`src/rtl/sha256_pkg.sv`:
```
// Shared SHA-256 definitions.
// Contents:
//   WORD_W          - SHA-256 word width (32)
//   sched_state_t   - message-schedule FSM states
//   sched_ctl_t     - schedule control registers (state, load count, round)
//   K_TABLE         - the 64 SHA-256 round constants
//   rotr, s0, s1    - rotate-right and message-schedule sigma functions
//   big_sigma0/1, ch, maj - compression-round functions for the round datapath
package sha256_pkg;

    localparam int WORD_W = 32;

    typedef enum logic [1:0] {
        ST_LOAD = 2'd0,
        ST_RUN  = 2'd1,
        ST_DONE = 2'd2
    } sched_state_t;

    // Control registers kept together so the whole FSM context is visible
    // as one packed signal inside the schedule block.
    typedef struct packed {
        sched_state_t state;
        logic [3:0]   cnt;
        logic [5:0]   round;
    } sched_ctl_t;

    localparam logic [WORD_W-1:0] K_TABLE [64] = '{
        32'h428a2f98, 32'h71374491, 32'hb5c0fbcf, 32'he9b5dba5,
        32'h3956c25b, 32'h59f111f1, 32'h923f82a4, 32'hab1c5ed5,
        32'hd807aa98, 32'h12835b01, 32'h243185be, 32'h550c7dc3,
        32'h72be5d74, 32'h80deb1fe, 32'h9bdc06a7, 32'hc19bf174,
        32'he49b69c1, 32'hefbe4786, 32'h0fc19dc6, 32'h240ca1cc,
        32'h2de92c6f, 32'h4a7484aa, 32'h5cb0a9dc, 32'h76f988da,
        32'h983e5152, 32'ha831c66d, 32'hb00327c8, 32'hbf597fc7,
        32'hc6e00bf3, 32'hd5a79147, 32'h06ca6351, 32'h14292967,
        32'h27b70a85, 32'h2e1b2138, 32'h4d2c6dfc, 32'h53380d13,
        32'h650a7354, 32'h766a0abb, 32'h81c2c92e, 32'h92722c85,
        32'ha2bfe8a1, 32'ha81a664b, 32'hc24b8b70, 32'hc76c51a3,
        32'hd192e819, 32'hd6990624, 32'hf40e3585, 32'h106aa070,
        32'h19a4c116, 32'h1e376c08, 32'h2748774c, 32'h34b0bcb5,
        32'h391c0cb3, 32'h4ed8aa4a, 32'h5b9cca4f, 32'h682e6ff3,
        32'h748f82ee, 32'h78a5636f, 32'h84c87814, 32'h8cc70208,
        32'h90befffa, 32'ha4506ceb, 32'hbef9a3f7, 32'hc67178f2
    };

    function automatic logic [WORD_W-1:0] rotr(input logic [WORD_W-1:0] x,
                                                input int unsigned n);
        return (x >> n) | (x << (WORD_W - n));
    endfunction

    function automatic logic [WORD_W-1:0] s0(input logic [WORD_W-1:0] x);
        return rotr(x, 7) ^ rotr(x, 18) ^ (x >> 3);
    endfunction

    function automatic logic [WORD_W-1:0] s1(input logic [WORD_W-1:0] x);
        return rotr(x, 17) ^ rotr(x, 19) ^ (x >> 10);
    endfunction

    function automatic logic [WORD_W-1:0] big_sigma0(input logic [WORD_W-1:0] x);
        return rotr(x, 2) ^ rotr(x, 13) ^ rotr(x, 22);
    endfunction

    function automatic logic [WORD_W-1:0] big_sigma1(input logic [WORD_W-1:0] x);
        return rotr(x, 6) ^ rotr(x, 11) ^ rotr(x, 25);
    endfunction

    function automatic logic [WORD_W-1:0] ch(input logic [WORD_W-1:0] x,
                                              input logic [WORD_W-1:0] y,
                                              input logic [WORD_W-1:0] z);
        return (x & y) ^ (~x & z);
    endfunction

    function automatic logic [WORD_W-1:0] maj(input logic [WORD_W-1:0] x,
                                               input logic [WORD_W-1:0] y,
                                               input logic [WORD_W-1:0] z);
        return (x & y) ^ (x & z) ^ (y & z);
    endfunction

endpackage

```
`src/rtl/sha256_k_rom.sv`:
```
// SHA-256 round-constant lookup.
// Ports:
//   idx - round index 0..63
//   k   - K[idx], purely combinational
module sha256_k_rom
    import sha256_pkg::*;
(
    input  logic [5:0]        idx,
    output logic [WORD_W-1:0] k
);

    assign k = K_TABLE[idx];

endmodule

```
`src/rtl/sha256_msg_schedule.sv`:
```
// SHA-256 message schedule producer.
// Loads one 512-bit block as 16 big-endian words (W0 first), then emits
// W0..W(ROUNDS-1) together with K[round], one round per output handshake,
// and pulses block_done for one cycle after the last round.
// Ports:
//   clk, rst                      - clock, asynchronous active-high reset
//   in_valid, in_word, in_ready   - input word stream
//   out_valid, out_ready          - per-round output stream
//   out_Wi, out_Ki, out_round     - schedule word, round constant, round index
//   block_done                    - one-cycle pulse after the final round
// Parameter:
//   ROUNDS - rounds emitted per block, 16..64 (64 for standard SHA-256)
//
// Handshakes: a transfer happens on a rising clk edge where valid and ready
// are both high; valid never depends on ready, and the payload of an
// offered-but-unaccepted output stays stable until it is accepted.
module sha256_msg_schedule
    import sha256_pkg::*;
#(
    parameter int ROUNDS = 64
)
(
    input  logic              clk,
    input  logic              rst,
    input  logic              in_valid,
    input  logic [WORD_W-1:0] in_word,
    output logic              in_ready,
    output logic              out_valid,
    input  logic              out_ready,
    output logic [WORD_W-1:0] out_Wi,
    output logic [WORD_W-1:0] out_Ki,
    output logic [5:0]        out_round,
    output logic              block_done
);

    localparam logic [5:0] LAST_ROUND = 6'(ROUNDS - 1);

    sched_ctl_t        ctl;
    sched_state_t      state_nx;
    logic [WORD_W-1:0] w [16];
    logic [WORD_W-1:0] w_next;
    logic              load_xfer;
    logic              run_hs;

    // Window head w[0] is the word for the current round; w[15] receives the
    // word needed sixteen rounds from now.
    assign w_next = s1(w[14]) + w[9] + s0(w[1]) + w[0];

    always_comb begin
        state_nx   = ctl.state;
        in_ready   = 1'b0;
        out_valid  = 1'b0;
        block_done = 1'b0;
        unique case (ctl.state)
            ST_LOAD: begin
                // Gated by rst so nothing is accepted while reset is held.
                in_ready = ~rst;
                if (in_valid && !rst && ctl.cnt == 4'd15) begin
                    state_nx = ST_RUN;
                end
            end
            ST_RUN: begin
                out_valid = 1'b1;
                if (out_ready && ctl.round == LAST_ROUND) begin
                    state_nx = ST_DONE;
                end
            end
            ST_DONE: begin
                block_done = 1'b1;
                state_nx   = ST_LOAD;
            end
            default: state_nx = ST_LOAD;
        endcase
    end

    assign load_xfer = in_valid & in_ready;
    assign run_hs    = out_valid & out_ready;

    always_ff @(posedge clk or posedge rst) begin
        if (rst) begin
            ctl.state <= ST_LOAD;
            ctl.cnt   <= 4'd0;
            ctl.round <= 6'd0;
            for (int i = 0; i < 16; i++) begin
                w[i] <= '0;
            end
        end else begin
            ctl.state <= state_nx;
            if (load_xfer) begin
                // cnt wraps 15 -> 0 on the last word, ready for the next block.
                w[ctl.cnt] <= in_word;
                ctl.cnt    <= ctl.cnt + 4'd1;
                ctl.round  <= 6'd0;
            end
            if (run_hs) begin
                for (int i = 0; i < 15; i++) begin
                    w[i] <= w[i+1];
                end
                w[15]     <= w_next;
                ctl.round <= ctl.round + 6'd1;
            end
            if (ctl.state == ST_DONE) begin
                ctl.round <= 6'd0;
            end
        end
    end

    assign out_Wi    = (ctl.state == ST_RUN) ? w[0] : '0;
    assign out_round = ctl.round;

    sha256_k_rom u_k_rom (
        .idx (ctl.round),
        .k   (out_Ki)
    );

endmodule

```
`config.mk`:
```
export PLATFORM = sky130hd
export DESIGN_NAME = sha256_msg_schedule
export DESIGN_NICKNAME = d
export VERILOG_FILES = /design/src/rtl/sha256_pkg.sv /design/src/rtl/sha256_k_rom.sv /design/src/rtl/sha256_msg_schedule.sv
export SDC_FILE = /design/constraint.sdc
export NUM_CORES = 2
export LEC_CHECK = 0
export CAP_MARGIN = 0
export CORE_AREA = 5 5 273 275
export DETAILED_ROUTE_END_ITERATION = 10
export DIE_AREA = 0 0 278 280
export PLACE_DENSITY_LB_ADDON = 0.3
export SYNTH_ARGS = -nofsm -noshare
export SYNTH_HDL_FRONTEND = slang
export SYNTH_SLANG_ARGS = --single-unit
```
`constraint.sdc`:
```
create_clock -name clk -period 17.14 [get_ports clk]
set_input_delay 2.571 -clock clk [delete_from_list [all_inputs] [get_ports clk]]
set_output_delay 2.571 -clock clk [all_outputs]
set_load 0.1 [all_outputs]
```
==> results.toml <==
[synth]
yosys-top-cells-area = "dfrtp_1 41%, mux2i_1 15%, o21ai_0 8.6%, nand2_1 7.5%, fa_1 3.9%"
syn_area_per_cell_um2 = 9.05
yosys.area.top_type_share = 0.410
yosysWarnings = 0
synthFlopType = "dfrtp_1"
yosysMostFrequentCell = "nand2_1"
synth_common_cells = "641 x nand2_1, 550 x o21ai_0, 524 x dfrtp_1"
synth_edf_count = 0
synth_nets = 3684
ys_ff_latch = 524
synth_area_um2 = 32000
yosys.area.top_type = "dfrtp_1"
synthDistinctLibCells = 83
async_reset_ff_frac = 1.00
syn_inst = 3532
synth_sequential_area_ratio = 0.410

[global_routing]
use_met3 = 0.0338
grtUsageMet2 = 0.360
grt_max_degree = 268
met1_usage = 0.348
first_global_vias = 23800
busiest_layer = "met2"
antenna_found_initial = 2
overflow = 0
grtUsageTotal = 0.234
grt_pass1_wl_um = 146000

[floorplanning]
die_w_um = 278
placementRows = 99
start_util = 0.444
ios = 109
die_height_um = 280
dieArea_um2 = 77800
fp.coreArea_um2 = 72100

[route]
vias = 25100
drt_iter0_drc = 3034
avgViaCountPerCell = 5.70
wl_per_cell_um = 21.2
dr.pass1.iters = 7
antenna_left = 0
totalWireLength_um = 93500
drc = 0

[clock_tree]
worstSkewPairLatency_ps = 630
holdBufCountCts = 0
postCtsSetupRepairBufs = 0
clk_pin_slew_ps = 70
cts_buffers = 55
htree_levels = 2
clockBufferDepth = 3
clock-sinks = 524
cts-root-buf = "clkbuf_16"
ctsResizeCount = 0
cts_tree = "built"

[hold_path]
hold_class = "flop to flop"

[sta]
period_needed_ps = 8190
rsz0062_at_grt = "no"
setup_violations = 0
clock_skew_ps = 30.4
post-route-period-util = 0.478
setup_tns_ps = 0
worst_pin_slew_ps = 1050
slew_violations = 0
fmax_mhz = 122
maxSlewHeadroom = 0.299
hold_violations = 0

[setup_path]
required_ps = 14570
path_class = "flop to output port"
crit_fanout = 24
worst_setup_path_end_kind = "output port"
critPathLaunchType = "flop"
cp.arrival_ps = 5620

[final_layout]
fillers = 6843
final_cells = 4403
regArea_um2 = 13100
fin_nets = 3550
drive_gt1_frac = 0.0540
multi_input_area_um2 = 16900
syn_to_final_growth_pct = 9.41

[place]
numPortBuffers = 108
dp_cells = 4300
place_congestion = 0.975
dp_hpwl_um = 63500

[run_status]
run_status = "complete, no violations"

[pwr]
irDropWorstVdd_uv = 307
p_per_area_nw_per_um2 = 212
p_leak_nw = 17.9

[run]
drv_cap = 0
==> stage by stage <==
step                      area (um2)  hold slack (ps)   util  power [mW]  setup slack [ps]
after floorplan                32000              448      -        5.08              7450
after global placement         33100              456  0.459        6.11              9960
after detailed placement       33100              464  0.459        6.12              9740
after CTS                      35000              453  0.485        7.39              9090
after global routing           35000              493  0.485        7.93              8750
final                          35000              461  0.485        7.42              8950
==> state kept, by name, indices dropped and copies added, names as in the netlist <==
name       flops
ctl            6
w            512
out_round      6
==> layout make-up <==
class / count / share of cell area
Multi-Input combinational cell: 2531 / 0.483
Clock inverter: 18 / 0.00604
Inverter: 140 / 0.0151
Tap cell: 959 / 0.0343
Antenna cell: 1 / 0.0000715
Clock buffer: 84 / 0.0471
Sequential cell: 524 / 0.375
Timing Repair Buffer: 146 / 0.0398
==> final timing paths <==
kind,start,endpoint,slack [ps],cells past startpoint
setup reg to reg,ctl[11]$_DFFE_PP0P_,w[262]$_DFFE_PP0P_,12290,8
setup / recovery,out_round[1]$_DFFE_PP0P_,out_Ki[5],8950,7
max in group asynchronous,rst,w[402]$_DFFE_PP0P_,11120,5
hold reg to reg,w[24]$_DFFE_PP0P_,w[56]$_DFFE_PP0P_,460,2
hold / removal,w[24]$_DFFE_PP0P_,w[56]$_DFFE_PP0P_,460,2
min in group asynchronous,rst,out_round[1]$_DFFE_PP0P_,2670,2
==> cells in the final DEF (no fill, tap or decap), types with 13 or more instances in the layout <==
cell / n
ha_1: 54
a31oi_1: 29
clkdlybuf4s50_1: 108
clkbuf_16: 56
fa_1: 62
nand2_2: 13
o21ai_0: 550
buf_4: 36
xor2_1: 57
nor2_1: 137
mux2i_1: 481
inv_1: 135
nand3_1: 35
clkbuf_1: 14
nand2_1: 628
a211oi_1: 19
a21o_1: 13
clkbuf_8: 14
xnor2_1: 88
and3_1: 21
nor2b_1: 16
dfrtp_1: 520
nor3_1: 26
a21oi_1: 109
==> cells by family after synthesis <==
group,count (synthesis),share of synthesized area
compound gates,848,0.150
simple gates,934,0.121
fa+ha+maj,116,0.0599
buf+inv,477,0.0636
xor+xnor,145,0.0397
flops,524,0.410
mux,488,0.155
==> critical path, cell delays in order (launching register included) <==
cell             delay, ps
dfrtp_1               1020
clkinv_1               610
ha_1                   900
nor2_1                 370
mux4_2                 530
a2111oi_0              460
a21oi_1                100
clkdlybuf4s50_1       1010
==> per-layer routing <==
layer	up-vias	wire length, um	share of wire
li1	11700	-	-
met1	12400	43300	0.46
met2	781	42000	0.45
met3	157	5770	0.062
met4	0	2460	0.026
met5	-	0	0
==> power by group <==
group / switching [mW] / total (mW) / internal (mW)
Sequential: 0.300 / 1.85 / 1.55
Clock: 0.518 / 1.23 / 0.710
Combinational: 2.82 / 4.35 / 1.53
Note: power is estimated with default switching activity, not from simulation.
